--- src/rtl/debounce_sync.sv ---
// Debouncer for a raw asynchronous bit: N-flop synchronizer followed by a
// two-state stability counter; emits a clean level plus rise/fall pulses.
module debounce_sync #(
    parameter int SYNC_STAGES   = 2,
    parameter int STABLE_CYCLES = 4
) (
    input  logic clk,
    input  logic reset_n,
    input  logic din,
    output logic dout,
    output logic rise,
    output logic fall,
    output logic busy
);

    localparam int CNT_W = $clog2(STABLE_CYCLES);
    localparam logic [CNT_W-1:0] CNT_LAST = CNT_W'(STABLE_CYCLES - 1);
    localparam logic [CNT_W-1:0] CNT_ONE  = CNT_W'(1);

    localparam logic [0:0] ST_STABLE = 1'b0;
    localparam logic [0:0] ST_CHECK  = 1'b1;

    logic [SYNC_STAGES-1:0] r_sync;
    logic [0:0]             r_state;
    logic [CNT_W-1:0]       r_cnt;
    logic                   r_dout;
    logic                   r_rise;
    logic                   r_fall;

    logic                   w_s;
    logic [0:0]             w_state_nx;
    logic [CNT_W-1:0]       w_cnt_nx;
    logic                   w_dout_nx;
    logic                   w_rise_nx;
    logic                   w_fall_nx;

    // Plain flop chain; nothing may sit between stages for metastability settling.
    always_ff @(posedge clk or negedge reset_n) begin
        if (!reset_n) r_sync <= '0;
        else          r_sync <= {r_sync[SYNC_STAGES-2:0], din};
    end

    assign w_s = r_sync[SYNC_STAGES-1];

    always_comb begin
        w_state_nx = r_state;
        w_cnt_nx   = r_cnt;
        w_dout_nx  = r_dout;
        w_rise_nx  = 1'b0;
        w_fall_nx  = 1'b0;
        case (r_state)
            ST_STABLE: begin
                if (w_s != r_dout) begin
                    w_state_nx = ST_CHECK;
                    w_cnt_nx   = CNT_ONE;
                end else begin
                    w_cnt_nx   = '0;
                end
            end
            ST_CHECK: begin
                if (w_s == r_dout) begin
                    w_state_nx = ST_STABLE;
                    w_cnt_nx   = '0;
                end else if (r_cnt == CNT_LAST) begin
                    // Mismatch held for the full window: commit the new level.
                    w_state_nx = ST_STABLE;
                    w_cnt_nx   = '0;
                    w_dout_nx  = ~r_dout;
                    w_rise_nx  = ~r_dout;
                    w_fall_nx  = r_dout;
                end else begin
                    w_cnt_nx   = r_cnt + CNT_ONE;
                end
            end
            default: begin
                w_state_nx = ST_STABLE;
                w_cnt_nx   = '0;
            end
        endcase
    end

    always_ff @(posedge clk or negedge reset_n) begin
        if (!reset_n) begin
            r_state <= ST_STABLE;
            r_cnt   <= '0;
            r_dout  <= 1'b0;
            r_rise  <= 1'b0;
            r_fall  <= 1'b0;
        end else begin
            r_state <= w_state_nx;
            r_cnt   <= w_cnt_nx;
            r_dout  <= w_dout_nx;
            r_rise  <= w_rise_nx;
            r_fall  <= w_fall_nx;
        end
    end

    assign dout = r_dout;
    assign rise = r_rise;
    assign fall = r_fall;
    assign busy = (r_state == ST_CHECK);

endmodule

--- config.mk ---
export PLATFORM = sky130hd
export DESIGN_NAME = debounce_sync
export DESIGN_NICKNAME = d
export VERILOG_FILES = /design/src/rtl/debounce_sync.sv
export SDC_FILE = /design/constraint.sdc
export NUM_CORES = 1
export LEC_CHECK = 0
export ABC_CLOCK_PERIOD_IN_PS = 1100
export BUFFER_PORTS_ARGS = -buffer_cell sky130_fd_sc_hd__buf_2
export CAP_MARGIN = 20
export CORE_AREA = 2 2 39 41
export DETAILED_ROUTE_END_ITERATION = 12
export DIE_AREA = 0 0 41 43
export GPL_TIMING_DRIVEN = 0
export MAX_ROUTING_LAYER = met4
export SYNTH_ARGS = -nofsm -noshare
export SYNTH_HDL_FRONTEND = slang
export SYNTH_SLANG_ARGS = --single-unit
--- constraint.sdc ---
create_clock -name clk -period 1.1 [get_ports clk]
set_input_delay 0 -clock clk [delete_from_list [all_inputs] [get_ports clk]]
set_output_delay 0 -clock clk [all_outputs]
set_load 0.02 [all_outputs]
## Yosys cells after proc, flatten, opt, wreduce, memory -nomap -nowiden

Cells that the tools add are included.

| word-level totals | value |
|---|---|
| register bits after elaboration | 8 |
| bits of input ports | 3 |
| output and inout bits | 4 |
| logic and storage cells | 28 |

| operators by class | value |
|---|---|
| $add $sub $neg | 1 |
| equal/unequal tests | 3 |
| mux-type cells | 14 |
| bitwise logic cells | 3 |
| reduce and logical (&&, ||, !) cells | 1 |

Operators by type and width:

| cell | count |
|---|---|
| 1-bit 2-to-1 mux | 10 |
| 2-bit 2-to-1 mux | 2 |
| 2-bit one-hot mux with 2 select lines | 1 |
| 1-bit inverter | 3 |
| 3-bit AND reduction | 1 |
| 2-bit by 1-bit adder with 2-bit output (second input constant) | 1 |
| 2-bit equality test (second input constant) | 1 |
| 1-bit one-hot mux with 2 select lines | 1 |
| 1-bit equality test | 1 |
| 1-bit != test | 1 |

## Depth between registers and ports, before layout

Gate-level depths: netlist (run 1).

| depth | value |
|---|---|
| depth after elaboration | 4 |
| mapped depth | 3 |
| mapped depth without buffers | 3 |

## Worst setup path after synthesis (run 1)

Ideal clock, no wire load.

| timing path | value |
|---|---|
| kind | register to register |
| start | register r_cnt[0] |
| end | register r_dout (netlist: dout) |
| library setup time | 125 ps |
| arrival time | 962 ps |
| required time | 975 ps |
| path slack | 13 ps |
| stages on the path, launching flop included | 4 |
| buffers on the path | 0 |
| period minus slack after synthesis | 1,087 ps |
| cell sequence | dfrtp_1 ha_1 nand2_2 mux2_4 |

| on the way | value |
|---|---|
| longest elaborated chain between the ends | 2 |

RTL lines:

| what | line | text |
|---|---|---|
| start: declaration | 25 | `logic [CNT_W-1:0] r_cnt;` |
| start signal: assignment | 91 | `r_cnt <= w_cnt_nx;` |
| 2-bit equality test | 64 | `end else if (r_cnt == CNT_LAST) begin` |
| 3-bit AND reduction (no line) | - |  |
| end signal: assignment | 92 | `r_dout <= w_dout_nx;` |
| end: declaration | 26 | `logic r_dout;` |

No other way between the ends.
A chain may end at the register's enable or synchronous reset.

## Final worst setup path (run 1)

Same ends and word-level chain as after synthesis.

==> results of run 1 <==
-- where the power goes --
group | internal (W) | total [W] | switching, W | leakage, nW
sequential | 0.000371 | 0.000455 | 0.0000833 | 0.101
clock | 0.000124 | 0.000219 | 0.0000942 | 0.0138
combinational | 0.000165 | 0.000314 | 0.000149 | 0.0866
total | 0.000661 | 0.000987 | 0.000326 | 0.202
-- cell usage after synthesis --
cell and instances:
nor3b_1 2, nand2_2 1, xnor2_1 1, a21oi_1 1, mux2_4 1, nand2_1 2
o21a_1 1, dfrtp_1 8, nor2_1 2, ha_1 2
-- sequential cells by signal, summed over array words and instances, names as in the netlist --
register / flops
rise: 1
r_cnt: 2
busy: 1
fall: 1
r_sync: 2
dout: 1
-- final timing paths --
check	start	endpoint	slack (ns)	cells after the start
setup / recovery	r_cnt[0]	dout	0.04	3
hold / removal	reset_n	dout	0.11	2
setup reg to reg	r_cnt[0]	dout	0.04	3
hold reg to reg	r_sync[0]	r_sync[1]	0.34	0
max in group asynchronous	reset_n	busy	0.82	2
min in group clk	r_sync[0]	r_sync[1]	0.34	0
-- layer usage --
metal	up-vias	track usage (%)	routed length, µm
li1	98	-	-
met1	84	8.306	219
met2	10	9.688	177
met3	0	9.424	62
met4	0	2.000	0
met5	-	-	0
-- stage by stage --
stage | utilization, % | worst slack [ns] | total power [W] | hold WS, ns
detailed placement | 25.14 | -0.03017 | 0.0007180 | -0.1502
CTS | 28.39 | 0.01203 | 0.0009513 | 0.1121
floorplan | - | 0.01337 | 0.0006284 | -0.2956
finish | 29.48 | 0.03636 | 0.0009872 | 0.1107
global placement | 25.14 | -0.006385 | 0.0007080 | -0.1534
global route | 29.48 | 0.006553 | 0.001055 | 0.1419
-- kinds of logic after synthesis --
logic type      synth area share [%]
xor+xnor                       2.942
compound gates                 4.201
flops                          67.23
mux                            5.041
simple gates                   12.19
fa+ha+maj                      8.402
-- cell type report --
class	count	area (µm²)
Multi-Input combinational cell	13	100.1
Timing Repair Buffer	10	65.06
Tap cell	16	20.02
Sequential cell	8	200.2
Fill cell	138	975.9
Clock buffer	3	22.52
-- what timing repair did --
action | 4_1_cts | 5_1_grt
hold buffers | 2 | 0
buffers inserted | 0 | 2
setup endpoints to repair | 1 | 1
gates resized for setup | 1 | 0
endpoints found under the hold margin | 9 | 0
pin swaps | 0 | 1
==> metrics, run 1 <==
worst relative slew slack=79.19%; P_leak=roughly 0.20 nW; final critical-path required period=between 1 and 1.5 ns; Critical Path RT=1.24 ns; synth warn=0; CTS Buffer Depth=2; total CTS buffers=3; Yosys cell types=10; clock latency on the worst-skew pair=between 0.2 and 0.3 ns; share of the synthesized area in the top cell type=~67%; total gr overflow=0; largest net degree at the start of global routing=9; I/O Pins=7; Critical Path Start Type=flip-flop; final setup fails=0; post-synthesis register bit count=8; CORE AREA=around 1400 µm²; Die Ht=approximately 43 µm; Initial Util=about 22%; CP Data Arrival Time=roughly 1.2 ns; cell taking the most area after synthesis=dfrtp_1; final instance area=about 410 µm²; fin crit share=between 90 and 100%; slowest stage delay, CP=0.39 ns; max cap viols=0; CP max stage cell=dfrtp_1; Die Wd=~41 µm; status=completed; max-slew violations=0; Worst VDD drop=around 0.85 mV; WS Path Type=reg2reg; Avg Vias per Cell=about 3.8; initial antenna violation count=0; most common cell after layout, fill and taps aside=dfrtp_1; final hold violation count=0; sequential share of the synthesized area=between 60 and 70%; post-synthesis cell area=between 200 and 300 µm²; layout cell share with drive strength beyond 1=roughly two fifths; ANT nets after route=0; CTS tree=done; critical path fanouts, max=3; RSZ-0062 raised after global routing=false; antenna diode count=0; vias in the first global route=~200; vias=~190; most frequent cells in the layout=dfrtp_1 (8), buf_2 (6), clkbuf_4 (3); Worst-Margin Slew=just over 0.3 ns; Placement Cell Area=between 300 and 400 µm²; skew final=just over 0.006 ns; Setup Total Neg Slack=0 ns; Final #Nets=41; P&R area growth vs syn=36.97%; placed cells=43; Routed WL per cell=a little over 9 µm; type of the most critical hold path=in2async; CTS Sinks=8; Placer Congestion=0.6467; Final Non-Filler Cells=50; drt first-iter violations=0; buffers added on ports=6; synthesized area per cell=about 14 µm²; leading post-synthesis cells by cell area=dfrtp_1 (67%), ha_1 (8.4%), mux2_4 (5.0%); PwrDens=about 2400 nW/µm²; Syn Nets=26; CTS Root Cell=clkbuf_4; Achievable Freq=roughly 940 MHz; cell family contributing the most delay on the critical path=flip-flops; Synth Instances=21; Crit. End Element=flip-flop; Total GRT Usage=under 10%; Buffers & Inverters on Critical Path=0; drt drc=0; CTS H-tree depth=1; Pre-Repair DR Iteration Count=1; Post-Route WL=~460 µm; die area=roughly 1800 µm²; CTS clk-pin slew, worst paths=0.05 ns; first-pass GRT wire length=approximately 800 µm; ordered list of cells on the worst path=ha_2, nand2_2, mux2_4; Cell Rows=14
Power figures use the tool's default switching activity.
==> run 2: changes to the inputs <==
ABC_CLOCK_PERIOD_IN_PS = 1300   (was 1100)
SKIP_LAST_GASP = 1   (was default)
clock period = 1.3 ns   (was 1.1 ns; I/O delays follow)
==> run 2 against run 1 <==
  * Non-clock buffer count fell by 2
  * Largest power group unchanged
  * Register-to-register slack gained 0.14 ns
  * Worst hold slack hardly changed
  * Die area stayed put
  * Routed wire length fell by 2.6%
==> metrics, run 2 (synthesized netlist as in run 1, its figures left out) <==
I/O Pins=7; drt drc=0; Pre-Repair DR Iteration Count=1; slowest stage delay, CP=around 0.4 ns; Total GRT Usage=between 8 and 9%; WS Path Type=reg2reg; worst relative slew slack=between 70% and 80%; CTS Sinks=8; first-pass GRT wire length=814 µm; total gr overflow=0; skew final=0.006130 ns; fin crit share=about 87%; Worst-Margin Slew=approximately 0.31 ns; Gate power share=approximately 28%; P_leak=approximately 0.19 nW; Placement Cell Area=347.8 µm²; most frequent cells in the layout=dfrtp_1 (8), buf_2 (6), clkbuf_4 (3); Routed WL per cell=9.313 µm; Die Ht=~43 µm; final critical-path required period=between 1 and 1.5 ns; largest net degree at the start of global routing=9; total CTS buffers=3; CTS Root Cell=clkbuf_4; Setup Total Neg Slack=0 ns; Critical Path Start Type=flip-flop; Final Non-Filler Cells=48; vias=between 150 and 200; max-slew violations=0; final instance area=around 390 µm²; clock network power share=between 20% and 30%; Regs by FF count=r_cnt x2, r_sync x2; RSZ-0062 raised after global routing=false; ordered list of cells on the worst path=ha_1, nand2_2, mux2_4; CTS Buffer Depth=2; Final Util=28.21%; max cap viols=0; vias in the first global route=201; placed cells=43; Cell Rows=14; Final #Nets=39; Buffers & Inverters on Critical Path=0; layout cell share with drive strength beyond 1=between 30% and 40%; drt first-iter violations=0; status=completed; final hold violation count=0; die area=around 1800 µm²; Worst Setup Slack, final=about 0.17 ns; Critical Path RT=~1.4 ns; initial antenna violation count=0; Initial Util=approximately 22%; CORE AREA=1384 µm²; type of the most critical hold path=in2async; Placer Congestion=about 0.65; Die Wd=approximately 40 µm; CTS tree=done; Sw Share=33.74%; P&R area growth vs syn=31.09%; switching pwr=approximately 0.00027 W; antenna diode count=0; CTS H-tree depth=1; Worst VDD drop=between 0.7 and 0.8 mV; CP Data Arrival Time=between 1 and 1.5 ns; pre-CTS worst setup slack=approximately 0.17 ns; buffers added on ports=6; most common cell after layout, fill and taps aside=dfrtp_1; Crit. End Element=flip-flop; sequential share of power=48.7%; CP max stage cell=dfrtp_1; Achievable Freq=approximately 890 MHz; cell family contributing the most delay on the critical path=flip-flops; Post-Route WL=about 450 µm; Avg Vias per Cell=about 3.8; final setup fails=0; CTS clk-pin slew, worst paths=~0.05 ns; clock latency on the worst-skew pair=between 0.2 and 0.3 ns; critical path fanouts, max=3; # fillers=between 100 and 150; ANT nets after route=0; Internal=around 0.00052 W; PwrDens=2027 nW/µm²
[run 2: layout make-up]
| cell class | count | area, µm² | share of cell area, % |
|---|---|---|---|
| sequential | 8 | 200.2 | 51.28 |
| timing repair buffer | 8 | 50.05 | 12.82 |
| tap | 16 | 20.02 | 5.128 |
| multi-input combinational | 13 | 97.59 | 25.00 |
| clock buffer | 3 | 22.52 | 5.769 |
[run 2: stage by stage]
step / hold WS [ns] / total power (W)
2_1_floorplan: -0.2956 / 0.0005317
3_3_place_gp: -0.1534 / 0.0005990
3_5_place_dp: -0.1502 / 0.0006075
4_1_cts: 0.1121 / 0.0008022
5_1_grt: 0.1419 / 0.0008486
6_report: 0.1107 / 0.0007914
[run 2: layer usage]
metal | wire length [µm] | global-route usage, % | vias up
li1 | - | - | 94
met1 | 212 | 8.306 | 80
met2 | 172 | 9.688 | 10
met3 | 62 | 9.424 | 0
met4 | 0 | 2.000 | 0
met5 | 0 | - | -
[run 2: power by group through the flow]
stage | sequential [W] | clock (W) | combinational (W)
3_3_place_gp | 0.000385 | 0 | 0.000214
3_5_place_dp | 0.000388 | 0 | 0.000219
4_1_cts | 0.000384 | 0.000193 | 0.000225
2_1_floorplan | 0.000415 | 0 | 0.000116
6_report | 0.000386 | 0.000185 | 0.000221
5_1_grt | 0.000395 | 0.000213 | 0.000241
[run 2: final timing paths]
kind | from | endpoint | slack (ns) | cells past startpoint
setup / recovery | r_cnt[0] | dout | 0.17 | 3
hold / removal | reset_n | dout | 0.11 | 2
setup reg to reg | r_cnt[0] | dout | 0.17 | 3
hold reg to reg | r_sync[0] | r_sync[1] | 0.34 | 0
max in group asynchronous | reset_n | busy | 1.02 | 2
min in group clk | r_sync[0] | r_sync[1] | 0.34 | 0
[run 2: timing repair]
action / in CTS / in global routing
hold buffers: 2 / 0
gates resized for setup: 0 / 0
hold endpoints to repair: 9 / 0
setup buffers: 0 / 0
==> run 3: changes to the inputs <==
ABC_AREA = 1   (was default)
CELL_PAD_IN_SITES_DETAIL_PLACEMENT = 1   (was default)
CELL_PAD_IN_SITES_GLOBAL_PLACEMENT = 1   (was default)
PLACE_DENSITY_LB_ADDON = 0.1   (was default)
==> run 3 against run 2 <==
  * Cell count increased by 15%
  * Global-route usage rose by 1.3 points
  * Register-to-register slack better by 0.17 ns
  * Sequential share of layout area down 1.3 points
  * Setup slack gained 0.17 ns
  * First-iteration DRC count did not move
  * Critical path type unchanged
  * Critical endpoint is now r_cnt[0]
==> metrics, run 3 <==
share of the synthesized area in the top cell type=between 60% and 70%; clock latency on the worst-skew pair=0.25 ns; drt first-iter violations=0; Post-Route WL=approximately 550 µm; Final #Nets=46; buffers added on ports=6; Cell Rows=14; most common cell after layout, fill and taps aside=dfrtp_1; layout cell share with drive strength beyond 1=33.33%; initial antenna violation count=0; slowest stage delay, CP=0.40 ns; Buffers & Inverters on Critical Path=0; Die Ht=43 µm; Pre-Repair DR Iteration Count=1; Synth Instances=28; total gr overflow=0; Critical Path Start Type=flip-flop; Yosys cell types=11; P&R area growth vs syn=30.08%; max cap viols=0; setup bufs post-CTS=0; leading post-synthesis cells by cell area=dfrtp_1 (65%), nand2_1 (8.5%), ha_1 (8.1%); antenna diode count=0; Die Wd=41 µm; vias=approximately 230; ANT nets after route=0; area of the multi-input gates=92.59 µm²; synthesized area per cell=roughly 11 µm²; skew final=about 0.0018 ns; Setup Total Neg Slack=0 ns; EDFF count, synth=0; Regs by FF count=r_cnt x2, r_sync x2; most frequent cells in the layout=dfrtp_1 (8), nand2_1 (7), buf_2 (6); CTS H-tree depth=1; DP HPWL=411 µm; final hold violation count=0; top-count cell post-synth=dfrtp_1; post-synthesis cell area=between 300 and 400 µm²; Routed WL per cell=9.964 µm; total CTS buffers=3; type of the most critical hold path=in2async; vias in the first global route=250; Initial Util=around 22%; critical path fanouts, max=3; Avg Vias per Cell=roughly 4.1; placed cells=50; sequential cell area=between 200 and 250 µm²; RSZ-0062 raised after global routing=false; CTS clk-pin slew, worst paths=approximately 0.050 ns; CORE AREA=around 1400 µm²; CP Data Arrival Time=~1.1 ns; Total GRT Usage=a little under a tenth; Hold WS=0.1182 ns; post-synthesis register bit count=8; PwrDens=1996 nW/µm²; cell taking the most area after synthesis=dfrtp_1; final critical-path required period=about 0.95 ns; Critical Path RT=1.49 ns; Achievable Freq=between 1000 and 1500 MHz; Worst VDD drop=~0.61 mV; Final Non-Filler Cells=55; synth warn=0; sequential share of the synthesized area=between 60% and 70%; final setup fails=0; CTS Buffer Depth=2; Crit. End Element=flip-flop; cell family contributing the most delay on the critical path=flip-flops; ys flop type=dfrtp_1; # fillers=about 160; synth cell count leaders=dfrtp_1 (8), nand2_1 (7), inv_1 (3); CTS Root Cell=clkbuf_4; first-pass GRT wire length=roughly 900 µm; CTS Sinks=8; Synth async-reset ratio=100.0%; I/O Pins=7; CTS tree=done; max-slew violations=0; drt drc=0; die area=roughly 1800 µm²; Placer Congestion=0.6297; CP max stage cell=dfrtp_1; ordered list of cells on the worst path=ha_1, nand2_1, nand3_2, nor2_2; worst relative slew slack=between 80 and 90%; Syn Nets=33; largest net degree at the start of global routing=9; WS Path Type=reg2reg; Worst-Margin Slew=between 0.15 and 0.2 ns; status=completed; P_leak=about 0.22 nW; fin crit share=between 70% and 80%
-- run 3: area by class of cell --
class,instances,area share (%)
inverter,4,3.750
sequential,8,50.00
multi-input combinational,16,23.13
clock buffer,3,5.625
tap,16,5.000
timing repair buffer,8,12.50
-- run 3: where the power goes --
| group | switching, W | total (W) | internal, W |
|---|---|---|---|
| Combinational | 0.000145 | 0.000233 | 0.0000879 |
| Sequential | 0.0000627 | 0.000377 | 0.000315 |
| Clock | 0.0000833 | 0.000189 | 0.000106 |
| Total | 0.000291 | 0.000799 | 0.000508 |
-- run 3: timing repair --
action,4_1_cts,5_1_grt
resized for setup,0,0
hold buffers,2,0
hold endpoints to repair,9,0
-- run 3: stage by stage --
| step | worst slack, ns | cell area (µm²) | total power, W | util (%) |
|---|---|---|---|---|
| 6_report | 0.3463 | 400.4 | 0.0007992 | 28.93 |
| 5_1_grt | 0.2632 | 400.4 | 0.0008665 | 28.93 |
| 4_1_cts | 0.3300 | 400.4 | 0.0008174 | 28.93 |
| 3_5_place_dp | 0.3423 | 357.8 | 0.0006153 | 25.86 |
| 3_3_place_gp | 0.3447 | 357.8 | 0.0006053 | 25.86 |
| 2_1_floorplan | 0.4168 | 307.8 | 0.0005377 | - |
-- run 3: path summary, 6_finish.rpt --
kind	cells past startpoint	slack [ns]	endpoint	start
min	2	0.12	rise	reset_n
max	4	0.35	r_cnt[0]	r_cnt[0]
max in group asynchronous	2	1.01	r_sync[1]	reset_n
min in group clk	0	0.35	r_sync[1]	r_sync[0]
min reg2reg	0	0.35	r_sync[1]	r_sync[0]
max reg2reg	4	0.35	r_cnt[0]	r_cnt[0]
-- run 3: cells by family (layout without fill, tap and decap cells) --
family / Yosys count / after routing / share of synthesized area, %
fa+ha+maj: 2 / 2 / 8.129
buf+inv: 4 / 15 / 4.877
compound gates: 1 / 1 / 1.624
flops: 8 / 8 / 65.04
simple gates: 13 / 13 / 20.33
-- run 3: layer usage --
layer | routed length (µm) | vias to the layer above | share of wire (%) | track usage (%)
met5 | 0 | - | 0 | -
met4 | 31 | 0 | 5.7 | 12.00
met3 | 20 | 4 | 3.6 | 4.712
met2 | 270 | 7 | 49 | 13.13
met1 | 224 | 105 | 41 | 6.954
li1 | - | 109 | - | -
